<file path="src/rtl/audio_feed.sv">
// ============================================================================
// audio_feed
// ----------------------------------------------------------------------------
// Sample feeder FIFO that sits directly upstream of the PCM/I2S audio
// serializer and drives its 16-bit d_in. Producers push signed 16-bit PCM
// words through a valid/ready write port. One word is popped on every rising
// edge of the serializer's done level. When a pop is requested and the FIFO
// is empty, silence (16'h0000) is presented instead and a sticky underflow
// flag is raised.
//
// Parameters
//   DEPTH_LOG2    FIFO depth is 2**DEPTH_LOG2 words (legal range 2..8)
//
// Ports
//   clk           system clock (also feeds the serializer's divider)
//   reset         synchronous, active-high reset
//   enable        1 = read events honoured, 0 = feeder paused
//   wr_valid      producer has a word
//   wr_data       signed two's-complement PCM word
//   wr_ready      FIFO accepts a word this cycle
//   done          serializer done level, sampled in clk
//   sample        word presented to the serializer d_in
//   sample_valid  1 = sample holds popped data, 0 = substituted silence
//   underflow     sticky underflow flag, cleared only by reset
//   level         current occupancy, 0..2**DEPTH_LOG2
//   uflow_cnt     saturating underflow event counter (optional)
//
// Build options
//   AUDIO_FEED_UFLOW_CNT_EN  when defined, adds the uflow_cnt port and its
//                            16-bit saturating counter. When undefined the
//                            port and counter do not exist; all other
//                            behaviour is identical.
// ============================================================================
module audio_feed #(
   parameter int DEPTH_LOG2 = 4
) (
   input  logic                  clk,
   input  logic                  reset,
   input  logic                  enable,
   input  logic                  wr_valid,
   input  logic [15:0]           wr_data,
   output logic                  wr_ready,
   input  logic                  done,
   output logic [15:0]           sample,
   output logic                  sample_valid,
   output logic                  underflow,
   output logic [DEPTH_LOG2:0]   level
`ifdef AUDIO_FEED_UFLOW_CNT_EN
   ,
   output logic [15:0]           uflow_cnt
`endif
);

   localparam int                 DEPTH      = 1 << DEPTH_LOG2;
   localparam logic [DEPTH_LOG2:0] LEVEL_FULL = (DEPTH_LOG2 + 1)'(DEPTH);
   localparam logic [15:0]        SILENCE    = 16'h0000;

   // Storage and pointers. The pointers are exactly DEPTH_LOG2 bits wide so
   // they wrap modulo the depth on their own; occupancy is tracked by the
   // separate level counter, which removes any full/empty ambiguity.
   logic [15:0]           mem [DEPTH];
   logic [DEPTH_LOG2-1:0] wr_ptr;
   logic [DEPTH_LOG2-1:0] rd_ptr;

   logic done_q;
   logic rd_evt;
   logic fifo_empty;
   logic fifo_full;
   logic push;
   logic pop;

   // Occupancy decode and write handshake. wr_ready is forced low while
   // reset is asserted so nothing is accepted in the cycle that clears the
   // FIFO, even if the producer is holding wr_valid high.
   assign fifo_empty = (level == '0);
   assign fifo_full  = (level == LEVEL_FULL);
   assign wr_ready   = !reset && !fifo_full;
   assign push       = wr_valid && wr_ready;

   // done is a level generated from the serializer's bit clock domain. Only
   // its rising edge means "the serializer just latched d_in, give it the
   // next word", so a long high level yields a single event. While enable is
   // low the edge is dropped on the floor rather than remembered, because
   // done_q keeps tracking done regardless of enable.
   assign rd_evt = done && !done_q && enable;

   // A pop only happens when there is something to pop. An event against an
   // empty FIFO is an underflow and leaves both pointers alone. There is no
   // bypass: a word written in the same cycle as an underflowing event is
   // stored normally and becomes the next word popped.
   assign pop = rd_evt && !fifo_empty;

   // Sample storage write port. The array is deliberately not reset: a
   // reset empties the FIFO through the level counter and pointers, and the
   // stale contents can never be read before they are overwritten.
   always_ff @(posedge clk) begin
      if (push) begin
         mem[wr_ptr] <= wr_data;
      end
   end

   // Edge detector history. Cleared by reset so that a done level which is
   // already high in the cycle reset drops is seen as a fresh rising edge.
   always_ff @(posedge clk) begin
      if (reset) begin
         done_q <= 1'b0;
      end else begin
         done_q <= done;
      end
   end

   // Pointer advance. A push and a pop in the same cycle move both pointers
   // independently; they can never address the same slot at once because a
   // push is refused when full and a pop is refused when empty.
   always_ff @(posedge clk) begin
      if (reset) begin
         wr_ptr <= '0;
         rd_ptr <= '0;
      end else begin
         if (push) begin
            wr_ptr <= wr_ptr + 1'b1;
         end
         if (pop) begin
            rd_ptr <= rd_ptr + 1'b1;
         end
      end
   end

   // Occupancy counter. A simultaneous push and pop cancel out. The empty
   // and full corner cases fall out naturally: when empty, pop is already
   // suppressed, so only the push counts; when full, push is suppressed by
   // wr_ready, so only the pop counts.
   always_ff @(posedge clk) begin
      if (reset) begin
         level <= '0;
      end else begin
         case ({push, pop})
            2'b10:   level <= level + 1'b1;
            2'b01:   level <= level - 1'b1;
            default: level <= level;
         endcase
      end
   end

   // Output register feeding the serializer. It only changes on a read
   // event; between events the serializer keeps seeing the last word. On an
   // underflowing event silence is substituted, sample_valid drops so the
   // downstream can tell real data from filler, and the sticky flag is set.
   always_ff @(posedge clk) begin
      if (reset) begin
         sample       <= SILENCE;
         sample_valid <= 1'b0;
         underflow    <= 1'b0;
      end else if (rd_evt) begin
         if (fifo_empty) begin
            sample       <= SILENCE;
            sample_valid <= 1'b0;
            underflow    <= 1'b1;
         end else begin
            sample       <= mem[rd_ptr];
            sample_valid <= 1'b1;
         end
      end
   end

`ifdef AUDIO_FEED_UFLOW_CNT_EN
   // Underflow event counter. It counts every underflowing read event, not
   // just the first one, and parks at all-ones instead of wrapping so that a
   // long starvation period can never read back as a small number.
   always_ff @(posedge clk) begin
      if (reset) begin
         uflow_cnt <= 16'h0000;
      end else if (rd_evt && fifo_empty && (uflow_cnt != 16'hFFFF)) begin
         uflow_cnt <= uflow_cnt + 16'd1;
      end
   end
`endif

endmodule

</file>
<file path="config.mk">
export PLATFORM = sky130hd
export DESIGN_NAME = audio_feed
export DESIGN_NICKNAME = d
export VERILOG_FILES = /design/src/rtl/audio_feed.sv
export SDC_FILE = /design/constraint.sdc
export NUM_CORES = 1
export LEC_CHECK = 0
export ABC_CLOCK_PERIOD_IN_PS = 3400
export BUFFER_PORTS_ARGS = -buffer_cell sky130_fd_sc_hd__buf_4
export CORE_MARGIN = 1
export CORE_UTILIZATION = 58
export CTS_BUF_LIST = sky130_fd_sc_hd__clkbuf_8 sky130_fd_sc_hd__clkbuf_16
export DETAILED_ROUTE_END_ITERATION = 6
export PLACE_DENSITY = 0.86
export SKIP_LAST_GASP = 1
export SYNTH_ARGS = -nofsm -noshare
export SYNTH_HDL_FRONTEND = slang
export SYNTH_SLANG_ARGS = --single-unit
</file>
<file path="constraint.sdc">
create_clock -name clk -period 3.4 [get_ports clk]
set_input_delay 0.17 -clock clk [delete_from_list [all_inputs] [get_ports clk]]
set_output_delay 0.17 -clock clk [all_outputs]
set_load 0.005 [all_outputs]
</file>
# Yosys cells after proc, flatten, opt, wreduce, memory -nomap -nowiden

Memory sizes are Yosys's and may differ from the RTL's. A register that Yosys moved wholly into a read port is not among the register bits.
Cells that the tools add are included.

Add/sub/neg operators: 4
Eq/ne operators: 3
Muxes and demuxes: 7
Reduce and logical (&&, ||, !) cells: 12

Operators by type and width:

| cell                | count |
|---|---|
| $mux 16             | 1 |
| $pmux 5 s2          | 1 |
| $add 4x1->4 const B | 2 |
| $mux 4              | 2 |
| $add 5x1->5 const B | 1 |
| $eq 5x5->1 const B  | 1 |
| $logic_and 1x1->1   | 5 |
| $logic_not 5->1     | 1 |
| $sub 5x1->5 const B | 1 |
| $logic_not 1->1     | 4 |
| $mux 1              | 3 |
| $eq 2x1->1 const B  | 1 |
| $eq 2x2->1 const B  | 1 |
| $reduce_and 2->1    | 1 |
| $reduce_bool 2->1   | 1 |

Register bits: 32
Bits in writable memories: 256
Bits of input ports: 21
Output and inout bits: 24
Memories: 1

Memories:

| memory | depth | width | rd ports | clocked after memory_dff | wr ports | line | source |
|---|---|---|---|---|---|---|---|
| mem    | 16    | 16    | 1        | 1                        | 1        | 61   | `logic [15:0] mem [DEPTH];` |

# Depth between registers and ports, before layout

Gate-level depths: netlist (run 1).

Word-level depth: 6
Gate-level depth with buffers: 12

# Least setup slack after synthesis (run 1)

Ideal clock, no wire load.

Path type: register to register
From: reg level[2]
To: mem mem[3][0], enable pin
Setup time: 0.409 ns
Arrival: 2.391 ns
Data required time: 2.991 ns
Setup slack: 0.600 ns
Cell stages (with the launch flop): 6
Path buffers: 1
Cells stage by stage: dfxtp_1 -> buf_2 -> nor4_1 -> a211oi_2 -> nand2_1 -> nor3_1

Cells in the longest elaborated chain, start to end: 6

RTL lines:

| element                      | line | source |
|---|---|---|
| start, declared              | 47   | `output logic [DEPTH_LOG2:0] level` |
| start signal, assigned       | 138  | `2'b10: level <= level + 1'b1;` |
| start signal, assigned       | 139  | `2'b01: level <= level - 1'b1;` |
| start signal, assigned       | 140  | `default: level <= level;` |
| $eq 5x5->1                   | 76   | `assign fifo_full = (level == LEVEL_FULL);` |
| $logic_not 1->1              | 77   | `assign wr_ready = !reset && !fifo_full;` |
| $logic_and 1x1->1            | 77   |  |
| $logic_and 1x1->1            | 78   | `assign push = wr_valid && wr_ready;` |
| $mux 1                       | 97   | `if (push) begin` |
| $mux 1 (not written as such) | 98   | `mem[wr_ptr] <= wr_data;` |
| end, declared                | 61   |  |

No other way between the ends.

# Worst setup path after layout (run 1)

From: reg level[1]
To: reg level[4]

Cells in the longest elaborated chain, start to end: 6
Elaborated cells between the ends (all ways): 13
Those cells by class: add/sub: 2; eq/ne: 3; mux: 1; reduce/logical: 7

RTL lines:

| element                                                | line | source |
|---|---|---|
| $eq 5x5->1                                             | 76   |  |
| $logic_not 1->1                                        | 77   |  |
| $logic_and 1x1->1                                      | 77   |  |
| $logic_and 1x1->1                                      | 78   |  |
| $eq 2x1->1 / $eq 2x2->1 (equally long branches)        | 137  | `case ({push, pop})` |
| $pmux 5 s2 / $reduce_bool 2->1 (equally long branches) | n/a  |  |

Several ways; a longest one is shown, not always the timed one.
A chain may end at the register's enable or synchronous reset.

==> results of run 1 <==
per-layer routing:
layer  GRT usage (%)  vias to the layer above
met4           9.394                        0
met1           32.64                     2972
li1                -                     2463
met5               0                        -
met3           4.657                       63
met2           42.60                      297
per-stage QoR:
stage | instance area [µm²] | total power, µW | util (%)
after floorplan | 11300 | 4179 | -
after global placement | 12080 | 4288 | 63.92
after detailed placement | 12080 | 4310 | 63.92
after CTS | 13130 | 7166 | 69.48
after global routing | 13130 | 7331 | 69.48
final | 13130 | 7142 | 69.48
cells by family after synthesis:
logic type,count (synthesis),share of synthesized area (%)
DFF,292,74.39
muxes,99,16.22
and+or+nand+nor,94,3.753
buffers and inverters,36,1.550
AOI/OAI and AO/OA,31,2.391
xor gates and xnor gates,9,0.6975
adders and majority gates,9,0.9964
registers in the layout, summed over array words and instances (netlist names), named ones only:
name and flops:
sample 16, rd_ptr 4, mem 256, wr_ptr 4, level 5, underflow 1, sample_valid 1, done_q 1
power groups by stage:
stage               Clock [µW]  Sequential [µW]  Combinational (µW)
finish                    2880             3970                 289
global route              3050             3970                 310
CTS                       2910             3970                 288
detailed placement           0             4040                 266
global placement             0             4040                 249
floorplan                    0             4030                 148
synthesized netlist by cell type (all sizes together):
library cell / count
edfxtp: 256
mux4: 64
nand2: 41
dfxtp: 36
mux2: 33
nor2: 29
clkbuf: 18
a22oi: 17
buf: 13
ha: 9
nor3: 8
xor2: 6
inv: 5
a21oi: 4
nand2b: 3
o21ai: 3
xnor2: 3
and3b: 2
mux2i: 2
nand4: 2
nor2b: 2
nor3b: 2
or4: 2
a211oi: 1
a21o: 1
a221oi: 1
nand3: 1
nor4: 1
o211ai: 1
o21a: 1
o22ai: 1
o31ai: 1
or3: 1
what timing repair did:
item | CTS | global route
setup endpoints to repair | 0 | 0
hold buffers | 19 | 0
hold endpoints to repair | 265 | 0
final cells by class:
class	count	area, µm²
Inverter	5	18.77
Multi-Input combinational cell	242	2739
Tap cell	260	325.3
Sequential cell	292	8413
Timing Repair Buffer	93	770.7
Fill cell	1143	5767
Clock buffer	31	753.2
Clock inverter	21	106.4
critical path, delay by kind of cell (launching register included):
kind / cells / cell delay, ns
adder cells (fa/ha/maj): 2 / 0.52
AND/OR/NAND/NOR: 1 / 0.60
XOR/XNOR: 1 / 0.13
flip-flops: 1 / 0.40
buffers and inverters: 2 / 0.27
multiplexers: 1 / 0.35
AO/OA/AOI/OAI: 4 / 0.75
worst paths after layout:
check / to / slack, ns / startpoint / cells past startpoint
worst max-delay path: level[4]$_SDFFE_PP0P_ / 0.28 / level[1]$_SDFFE_PP0P_ / 11
worst min-delay path: sample_valid$_SDFFE_PP0P_ / 0.15 / enable / 4
worst max register to register: level[4]$_SDFFE_PP0P_ / 0.28 / level[1]$_SDFFE_PP0P_ / 11
worst min register to register: underflow$_SDFFE_PP0P_ / 0.49 / underflow$_SDFFE_PP0P_ / 2
==> summary.txt, run 1 <==
Outcome
  • Outcome: completed

Synthesis
  • Synth area leaders: edfxtp_1 68%, mux4_2 13%, dfxtp_1 6.4%, mux2_2 3.3%, nand2_1 1.4%
  • Share of the yosys chip area belonging to registers: 74.39%
  • Syn nets: 600
  • Post-synth top area cell: edfxtp_1
  • Synthesized flop and latch total: 292
  • Mean Syn Cell Area: 19.83 µm²
  • Share of the synthesized area in the top cell type: 68.02%
  • Synth unique cells: 39
  • YS warnings: 0
  • Post-Syn Instances: 570
  • Netlist Area Pre-Place: 11300 µm²

STA
  • Time the worst path needs with I/O delays and setup: 3.120 ns
  • Slew Limit Fails: 0
  • Fmax achieved: 320.5 MHz
  • Fin Setup TNS: 0 ns
  • Worst Tran Pin Value: 0.9576 ns
  • Final setup vio count: 0
  • Final period util: 91.76%
  • Slew margin rel.: 36.08%
  • Unrepaired setup endpoints after global routing: false
  • Clock skew: 0.008860 ns
  • Setup ws final: 0.2801 ns
  • Final Hold Fails: 0
  • Final hold slack: 0.1458 ns

Power and ir drop
  • Peak VDD IR: 386.4 µV
  • Comb power frac: 4.0%
  • Pwr dens: 544.1 nW/µm²
  • NetSw: 1429 µW
  • Clk network pwr share: 40.4%
  • Sequential Power Share: 55.6%
  • Sw Ratio: 20.01%
  • Internal power: 5713 µW
  • Leakage: 0.004387 µW

Layout
  • Layout cells sized above 1: 32.75%
  • Area Overhead vs Synth: 16.14%
  • Antenna diodes: 0
  • Final nets: 692
  • Fin cells: 944
  • Commonest non-fill, non-tap cell in the layout: edfxtp_1
  • Commonest non-fill, non-tap cells in the layout: 256 x edfxtp_1, 72 x buf_4, 64 x mux4_2

Setup path
  • CP max stage delay: 0.60 ns
  • Setup Crit Path Kind: reg -> reg
  • CP Launch Type: flop
  • CP Max Fanout: 9
  • Worst EP required: 3.82 ns
  • Critical path, cell by cell: nor4_1, a211oi_2, buf_4, inv_1, ha_1, xor2_1, ha_1, a21oi_1, a221oi_1, a21oi_1, mux2_2
  • Crit. End Element: flop
  • Slowest-stage cell, CP: nor4_1
  • Crit path DAT: 3.53 ns

Detailed routing
  • Top Layer Used: met4
  • Residual DRC: 0
  • Total Wirelength: 24.25 mm
  • Met3 WL post-DR: 1.831 mm
  • Via count: 5795
  • TritonRoute pass-1 iters: 5
  • Avg WL per Cell: 25.69 µm
  • Met2 Wirelength: 12.23 mm
  • Routed met1 length: 9.471 mm
  • 1st-iter DRT viols: 580
  • Post-route ant nets: 0
  • Via density: 6.139

Die
  • Full die area: 20050 µm²
  • Die width: 141.6 µm
  • Die Span Y: 141.6 µm
  • Core area: 18890 µm²
  • Ports: 45
  • Cell Rows: 50
  • Initial Utilization: 59.82%

Placed design
  • IO Port Bufs: 44
  • Routability congestion estimate: 0.7537
  • Hpwl dp: 13.79 mm
  • Cell count after placement: 873
  • Dpl ws: 0.3821 ns

CTS
  • Resized Gates After CTS: 0
  • Root Buffer: clkbuf_16
  • Post-CTS setup buffer count: 0
  • Skew-Pair Late Insertion Delay: 0.53 ns
  • CTS buffer count: 28
  • CTS Buffer Depth: 3
  • CTS Sinks: 292
  • Clock-pin slew on the worst setup and hold paths: 0.06 ns
  • TritonCTS clock tree: yes
  • H-tree levels: 1

Global routing
  • Vias in the first global route: 6198
  • Overflow after GRT: 0
  • Initial antenna violation count: 0
  • Pin count of the biggest net entering global routing: 46
  • First-pass GRT wire length: 36.26 mm
  • Total track usage: 25.11%

Worst hold path
  • Hold Crit Class: in -> reg

Job
  • Max-Cap Viols: 0
Note: power is estimated with default switching activity, not from simulation.
==> inputs of run 2 (changes only) <==
--- a/config.mk
+++ b/config.mk
@@ -12,6 +12,7 @@
 export CTS_BUF_LIST = sky130_fd_sc_hd__clkbuf_8 sky130_fd_sc_hd__clkbuf_16
 export DETAILED_ROUTE_END_ITERATION = 6
 export PLACE_DENSITY = 0.86
+export SETUP_SLACK_MARGIN = 0.5
 export SKIP_LAST_GASP = 1
 export SYNTH_ARGS = -nofsm -noshare
 export SYNTH_HDL_FRONTEND = slang
==> run 2 against run 1 <==
Effect of this change:
- fmax increased by 12%
- total power about the same
- critical endpoint unchanged
- first-iteration DRC count decreased by 1.7%
- clock power about the same
- final cell count unchanged
- wire length up 0.10%
- sequential power barely moved
- sequential cell count unchanged
- design area is 0.19% higher
- setup slack better by 0.33 ns
- register-to-register slack improved by 0.33 ns
- clock skew about the same
==> summary.txt, run 2 (synthesis results as in run 1) <==
Global routing
  • Initial antenna violation count: 0 (unchanged)
  • First-pass GRT wire length: 36.30 mm (+0.11%)
  • Vias in the first global route: 6202 (+0.065%)
  • Pin count of the biggest net entering global routing: 46 (unchanged)
  • Total track usage: 25.14% (about the same)
  • Overflow after GRT: 0 (unchanged)

Job
  • Max-Cap Viols: 0 (unchanged)

Setup path
  • Slowest-stage cell, CP: or4_4
  • CP Max Fanout: 8 (-1)
  • Worst EP required: 3.81 ns (about the same)
  • Worst path bufs/invs: 0 (-2)
  • Critical Path Most Common Cell: o21ai_0
  • Crit path DAT: 3.20 ns (-0.33 ns)
  • Critical path, cell by cell: or4_4, o21a_2, ha_2, xor2_1, ha_1, o21ai_0, nor2_1, o21ai_0, a21oi_1, mux2_2
  • Crit path max-delay family: simple AND/OR/NAND/NOR gates
  • CP Launch Type: flop
  • CP max stage delay: 0.57 ns (-0.03 ns)
  • Crit. End Element: flop
  • Setup Crit Path Kind: reg -> reg

STA
  • Worst Tran Pin Value: 0.9419 ns (-0.01562 ns)
  • Final period util: 82.04% (-9.7 points)
  • Clock skew: 0.008770 ns (-0.00008976 ns)
  • Slew margin rel.: 37.12% (+1.0 points)
  • Time the worst path needs with I/O delays and setup: 2.789 ns (-0.3304 ns)
  • Slew Limit Fails: 0 (unchanged)
  • Final Hold Fails: 0 (unchanged)
  • Unrepaired setup endpoints after global routing: false
  • Final hold slack: 0.1483 ns (+0.002417 ns)
  • Fmax achieved: 358.5 MHz (+12%)
  • Fin Setup TNS: 0 ns (unchanged)
  • Final setup vio count: 0 (unchanged)

Detailed routing
  • Total Wirelength: 24.28 mm (+0.10%)
  • Via density: 6.159 (+0.33%)
  • Post-route ant nets: 0 (unchanged)
  • TritonRoute pass-1 iters: 5 (unchanged)
  • Residual DRC: 0 (unchanged)
  • Avg WL per Cell: 25.72 µm (+0.10%)
  • 1st-iter DRT viols: 570 (-1.7%)
  • Via count: 5814 (+0.33%)

CTS
  • Post-CTS setup buffer count: 0 (unchanged)
  • CTS buffer count: 28 (unchanged)
  • CTS Buffer Depth: 3 (unchanged)
  • Root Buffer: clkbuf_16
  • Clock-pin slew on the worst setup and hold paths: 0.06 ns (about the same)
  • CTS Sinks: 292 (unchanged)
  • H-tree levels: 1 (unchanged)
  • Skew-Pair Late Insertion Delay: 0.53 ns (about the same)
  • TritonCTS clock tree: yes

Layout
  • Area Overhead vs Synth: 16.36%
  • Max reg flops: 256 (unchanged)
  • Commonest non-fill, non-tap cells in the layout: 256 x edfxtp_1, 72 x buf_4, 64 x mux4_2
  • Antenna diodes: 0 (unchanged)
  • Top Registers: mem x256, sample x16, level x5
  • Largest Register: mem
  • Layout Utilization: 69.61% (+0.13 points)
  • Layout cells sized above 1: 33.63% (+0.88 points)
  • Commonest non-fill, non-tap cell in the layout: edfxtp_1
  • Fin cells: 944 (unchanged)
  • Layout fillers: 1140 (-0.26%)
  • Final nets: 692 (unchanged)

Power and ir drop
  • Peak VDD IR: 385.7 µV (-0.19%)
  • Pwr dens: 543.4 nW/µm² (-0.13%)
  • Tot Pwr: 7146 µW (about the same)
  • Leakage: 0.004394 µW (+0.16%)

Die
  • Cell Rows: 50 (unchanged)
  • Ports: 45 (unchanged)
  • Core area: 18890 µm² (unchanged)
  • Initial Utilization: 59.82% (unchanged)
  • Die width: 141.6 µm (unchanged)
  • Full die area: 20050 µm² (unchanged)
  • Die Span Y: 141.6 µm (unchanged)

Outcome
  • Outcome: completed

Placed design
  • Routability congestion estimate: 0.7537 (unchanged)
  • Hpwl dp: 13.79 mm (unchanged)
  • IO Port Bufs: 44 (unchanged)
  • Cell count after placement: 873 (unchanged)

Worst hold path
  • Hold Crit Class: in -> reg
[run 2: layout make-up]
cell class / count / area [µm²] / area share, %
repair buffers: 93 / 770.7 / 5.861
inverters: 5 / 18.77 / 0.1427
multi-input cells: 242 / 2761 / 21.00
flip-flops and latches: 292 / 8416 / 63.99
clock inverters: 21 / 106.4 / 0.8087
well taps: 260 / 325.3 / 2.474
clock buffers: 31 / 753.2 / 5.727
[run 2: report_power, final]
group          switching [µW]  internal (µW)  leakage, µW
clock                    1240           1640     0.000468
combinational             156            137      0.00133
sequential               37.7           3930      0.00260
total                    1430           5720      0.00439
[run 2: worst reg2reg max path, cell delays in order, from the launching register on]
cell     delay (ns)
dfxtp_1        0.40
or4_4          0.57
o21a_2         0.28
ha_2           0.25
xor2_1         0.18
ha_1           0.20
o21ai_0        0.09
nor2_1         0.09
o21ai_0        0.11
a21oi_1        0.17
mux2_2         0.35
[run 2: final timing paths]
| check | start | to | slack, ns | cells past startpoint |
|---|---|---|---|---|
| min | enable | sample_valid$_SDFFE_PP0P_ | 0.15 | 4 |
| max reg2reg | level[0]$_SDFFE_PP0P_ | level[4]$_SDFFE_PP0P_ | 0.61 | 10 |
| max | level[0]$_SDFFE_PP0P_ | level[4]$_SDFFE_PP0P_ | 0.61 | 10 |
| min reg2reg | underflow$_SDFFE_PP0P_ | underflow$_SDFFE_PP0P_ | 0.49 | 2 |
[run 2: per-stage QoR]
stage          instance area (µm²)  setup slack, ns
2_1_floorplan                11300           0.6002
3_5_place_dp                 12080           0.3821
5_1_grt                      13150           0.5297
4_1_cts                      13140           0.5335
3_3_place_gp                 12080           0.6500
6_report                     13150           0.6105
[run 2: timing repair]
| action | in CTS | in global routing |
|---|---|---|
| hold buffers | 19 | 0 |
| endpoints found under the hold margin | 265 | 0 |
| resized for setup | 2 | 5 |
| pin swaps | 0 | 1 |
| setup endpoints to repair | 2 | 2 |
[run 2: per-layer routing]
metal / global-route usage [%] / vias to the layer above / wire (µm) / part of all wire (%)
met5: 0 / - / 0 / 0
met4: 9.451 / 0 / 716 / 2.9
met3: 4.624 / 58 / 1917 / 7.9
met2: 42.62 / 317 / 12300 / 51
met1: 32.69 / 2976 / 9344 / 38
li1: - / 2463 / - / -
==> inputs of run 3 (changes only) <==
--- a/config.mk
+++ b/config.mk
@@ -5,13 +5,14 @@
 export SDC_FILE = /design/constraint.sdc
 export NUM_CORES = 1
 export LEC_CHECK = 0
-export ABC_CLOCK_PERIOD_IN_PS = 3400
+export ABC_AREA = 1
+export ABC_CLOCK_PERIOD_IN_PS = 2700
 export BUFFER_PORTS_ARGS = -buffer_cell sky130_fd_sc_hd__buf_4
 export CORE_MARGIN = 1
 export CORE_UTILIZATION = 58
 export CTS_BUF_LIST = sky130_fd_sc_hd__clkbuf_8 sky130_fd_sc_hd__clkbuf_16
 export DETAILED_ROUTE_END_ITERATION = 6
-export PLACE_DENSITY = 0.86
+export PLACE_DENSITY = 0.85
 export SETUP_SLACK_MARGIN = 0.5
 export SKIP_LAST_GASP = 1
 export SYNTH_ARGS = -nofsm -noshare
==> constraint.sdc (replaced) <==
create_clock -name clk -period 2.7 [get_ports clk]
set_input_delay 0.135 -clock clk [delete_from_list [all_inputs] [get_ports clk]]
set_output_delay 0.135 -clock clk [all_outputs]
set_load 0.005 [all_outputs]
==> run 3 against run 2 <==
Effect of this change:
- register-to-register slack gained 0.04 ns
- hold slack lost 0.10 ns
- count of clock-buffer cells in the layout grew 2
- setup slack gained 0.045 ns
- synthesized area grew 11%
- via count grew 50%
- sequential share of layout area shrank 5.1 points
- clock power grew 28%
- non-clock buffer count shrank 1
- clock skew grew 0.0046 ns
==> summary.txt, run 3 <==
Outcome
  • Outcome: completed

Detailed routing
  • TritonRoute pass-1 iters: 6 (+1)
  • Residual DRC: 0 (unchanged)
  • Via density: 5.401 (-12%)
  • Avg WL per Cell: 17.30 µm (-33%)
  • Total Wirelength: 27.85 mm (+15%)
  • 1st-iter DRT viols: 1086 (+91%)
  • Post-route ant nets: 0 (unchanged)
  • Via count: 8696 (+50%)

CTS
  • CTS buffer count: 29 (+3.6%)
  • Root Buffer: clkbuf_16
  • H-tree levels: 1 (unchanged)
  • TritonCTS clock tree: yes
  • Post-CTS setup buffer count: 0 (unchanged)
  • Skew-Pair Late Insertion Delay: 0.55 ns (+0.02 ns)
  • CTS Sinks: 292 (unchanged)
  • Clock-pin slew on the worst setup and hold paths: 0.06 ns (about the same)
  • CTS Buffer Depth: 3 (unchanged)

Setup path
  • Critical path, cell by cell: inv_1, nand4_1, nand2_1, inv_1, nand2_4, inv_1, nand2_1, nor2_4, buf_4
  • Crit. End Element: flop
  • Reg2Reg Setup Slack: 0.66 ns (+0.04 ns)
  • Slowest-stage cell, CP: dfxtp_1
  • Setup Crit Path Kind: reg -> reg
  • CP max stage delay: 0.38 ns (-0.19 ns)
  • CP Max Fanout: 11 (+3)
  • Critical Path Most Common Cell: inv_1
  • CP Launch Type: flop
  • Reg2Reg Depth: 9 (-1)
  • Worst EP required: 2.94 ns (-0.87 ns)
  • Crit path DAT: 2.29 ns (-0.91 ns)

Synthesis
  • Fraction of registers with async set/reset: 0% (unchanged)
  • Netlist Area Pre-Place: 12570 µm² (+11%)
  • Share of the yosys chip area belonging to registers: 66.89% (-7.5 points)
  • Post-synth top area cell: edfxtp_1
  • Share of the synthesized area in the top cell type: 61.16% (-6.9 points)
  • Number of synthesized flops with an enable pin: 256 (unchanged)
  • Most frequent cells after synthesis: 395 x nand2_1, 256 x edfxtp_1, 216 x inv_1
  • Synth unique cells: 22 (-44%)
  • Synth area leaders: edfxtp_1 61%, nand2_1 12%, nand3_1 7.9%, inv_1 6.5%, dfxtp_1 5.7%
  • Count leader, synth: nand2_1
  • Synthesized flop and latch total: 292 (unchanged)
  • Post-Syn Instances: 1248 (+120%)
  • Syn nets: 1278 (+110%)
  • Main synth FF type: edfxtp_1
  • YS warnings: 0 (unchanged)
  • Mean Syn Cell Area: 10.07 µm² (-49%)

Power and ir drop
  • NetSw: 2293 µW (+60%)
  • Peak VDD IR: 660.5 µV (+71%)
  • Sequential Power Share: 52.0% (-3.6 points)
  • Tot Pwr: 9637 µW (+35%)
  • Leakage: 0.006156 µW (+40%)
  • Clk network pwr share: 38.2% (-2.1 points)
  • Sw Ratio: 23.79% (+3.8 points)
  • Comb power frac: 9.8% (+5.7 points)
  • Internal power: 7345 µW (+28%)
  • Pwr dens: 673.9 nW/µm² (+24%)

Placed design
  • Routability congestion estimate: 0.8344 (+11%)
  • Cell count after placement: 1538 (+76%)
  • Dpl ws: 0.5244 ns (+0.1423 ns)
  • Hpwl dp: 16.75 mm (+22%)
  • IO Port Bufs: 44 (unchanged)

Layout
  • Area Overhead vs Synth: 13.78%
  • Top Registers: mem x256, sample x16, level x5
  • Largest Register: mem
  • Commonest non-fill, non-tap cells in the layout: 394 x nand2_1, 256 x edfxtp_1, 229 x inv_1
  • Area of the multi-input gates: 3049 µm² (+10%)
  • Final nets: 1344 (+94%)
  • Layout fillers: 1492 (+31%)
  • FF+latch area: 8416 µm² (unchanged)
  • Layout cells sized above 1: 10.26% (-23 points)
  • Layout Utilization: 67.61% (-2.0 points)
  • Fin cells: 1610 (+71%)
  • Commonest non-fill, non-tap cell in the layout: nand2_1
  • Max reg flops: 256 (unchanged)
  • Antenna diodes: 0 (unchanged)

Global routing
  • Overflow after GRT: 0 (unchanged)
  • Initial antenna violation count: 0 (unchanged)
  • Total track usage: 25.85% (+0.71 points)
  • First-pass GRT wire length: 43.55 mm (+20%)
  • Pin count of the biggest net entering global routing: 129 (+180%)
  • Vias in the first global route: 8566 (+38%)

STA
  • Clock skew: 0.01341 ns (+0.004644 ns)
  • Final setup vio count: 0 (unchanged)
  • Slew Limit Fails: 0 (unchanged)
  • Final Hold Fails: 0 (unchanged)
  • Unrepaired setup endpoints after global routing: true
  • Fmax achieved: 489.0 MHz (+36%)
  • Slew margin rel.: 48.93% (+12 points)
  • Setup ws final: 0.6551 ns (+0.04459 ns)
  • Final period util: 75.74% (-6.3 points)
  • Time the worst path needs with I/O delays and setup: 2.045 ns (-0.7446 ns)
  • Worst Tran Pin Value: 0.7660 ns (-0.1759 ns)
  • Fin Setup TNS: 0 ns (unchanged)

Worst hold path
  • Hold-critical path depth: 5 (+1)
  • Hold Crit Class: in -> reg

Die
  • Core area: 21150 µm² (+12%)
  • Die width: 149.2 µm (+5.4%)
  • Full die area: 22260 µm² (+11%)
  • Ports: 45 (unchanged)
  • Cell Rows: 53 (+6.0%)
  • Die Span Y: 149.2 µm (+5.4%)
  • Initial Utilization: 59.42% (-0.40 points)

Job
  • Max-Cap Viols: 0 (unchanged)
run 3: cell types whose count changed in the layout (fill, tap and decap cells not counted), sizes merged, moves of 3 or more:
cell,previous run,this run
a21oi,4,28
o21ai,3,9
nor3,8,1
nand2,41,396
a22oi,17,0
mux4,64,0
nand2b,3,0
inv,18,232
mux2,33,0
nand3,1,198
run 3: through the flow:
| step | area (µm²) | hold slack (ns) |
|---|---|---|
| after global placement | 13190 | 0.3699 |
| after detailed placement | 13190 | 0.3751 |
| after floorplan | 12570 | 0.2339 |
| after global routing | 14300 | 0.1309 |
| after CTS | 14270 | 0.02778 |
| final | 14300 | 0.04714 |
run 3: layout make-up:
type	instances	share of cell area (%)
multi-input combinational	679	21.32
clock buffer	33	5.538
clock inverter	19	0.5774
timing repair buffer	92	5.529
inverter	220	5.783
tap	275	2.406
sequential	292	58.85
run 3: logic make-up (layout without fill, tap and decap cells):
family,Yosys count,in the layout,share of synthesized area [%]
xor+xnor,7,7,0.4878
compound gates,38,38,1.533
simple gates,625,625,20.78
fa+ha+maj,9,9,0.8959
flops,292,292,66.89
buf+inv,277,364,9.407
run 3: repair_timing:
action | in CTS | in global routing
gates resized for setup | 0 | 9
hold buffers | 20 | 0
setup endpoints to repair | 0 | 36
endpoints found under the hold margin | 265 | 0
run 3: critical path, delay by kind of cell (launching register included):
kind | cells | cell delay, ns
flops | 1 | 0.38
buf+inv | 4 | 0.62
simple gates | 5 | 0.73
run 3: layer usage:
metal	wire length (µm)	up-vias	global-route usage, %
met1	11060	4031	34.56
met5	0	-	0
met3	2959	77	5.474
li1	-	4133	-
met4	815	0	10.10
met2	13010	455	41.53
run 3: final timing paths:
kind	from	end
max	level[2]$_SDFFE_PP0P_	mem[11][9]$_DFFE_PP_
min	enable	sample_valid$_SDFFE_PP0P_
max reg2reg	level[2]$_SDFFE_PP0P_	mem[11][9]$_DFFE_PP_
min reg2reg	sample[1]$_SDFFE_PP0P_	sample[1]$_SDFFE_PP0P_
run 3: power by group through the flow:
stage	clock, µW	combinational [µW]	sequential, µW
finish	3680	947	5010
global route	3870	1040	5020
CTS	3690	929	5010
detailed placement	0	898	5100
global placement	0	886	5100
floorplan	0	589	5100
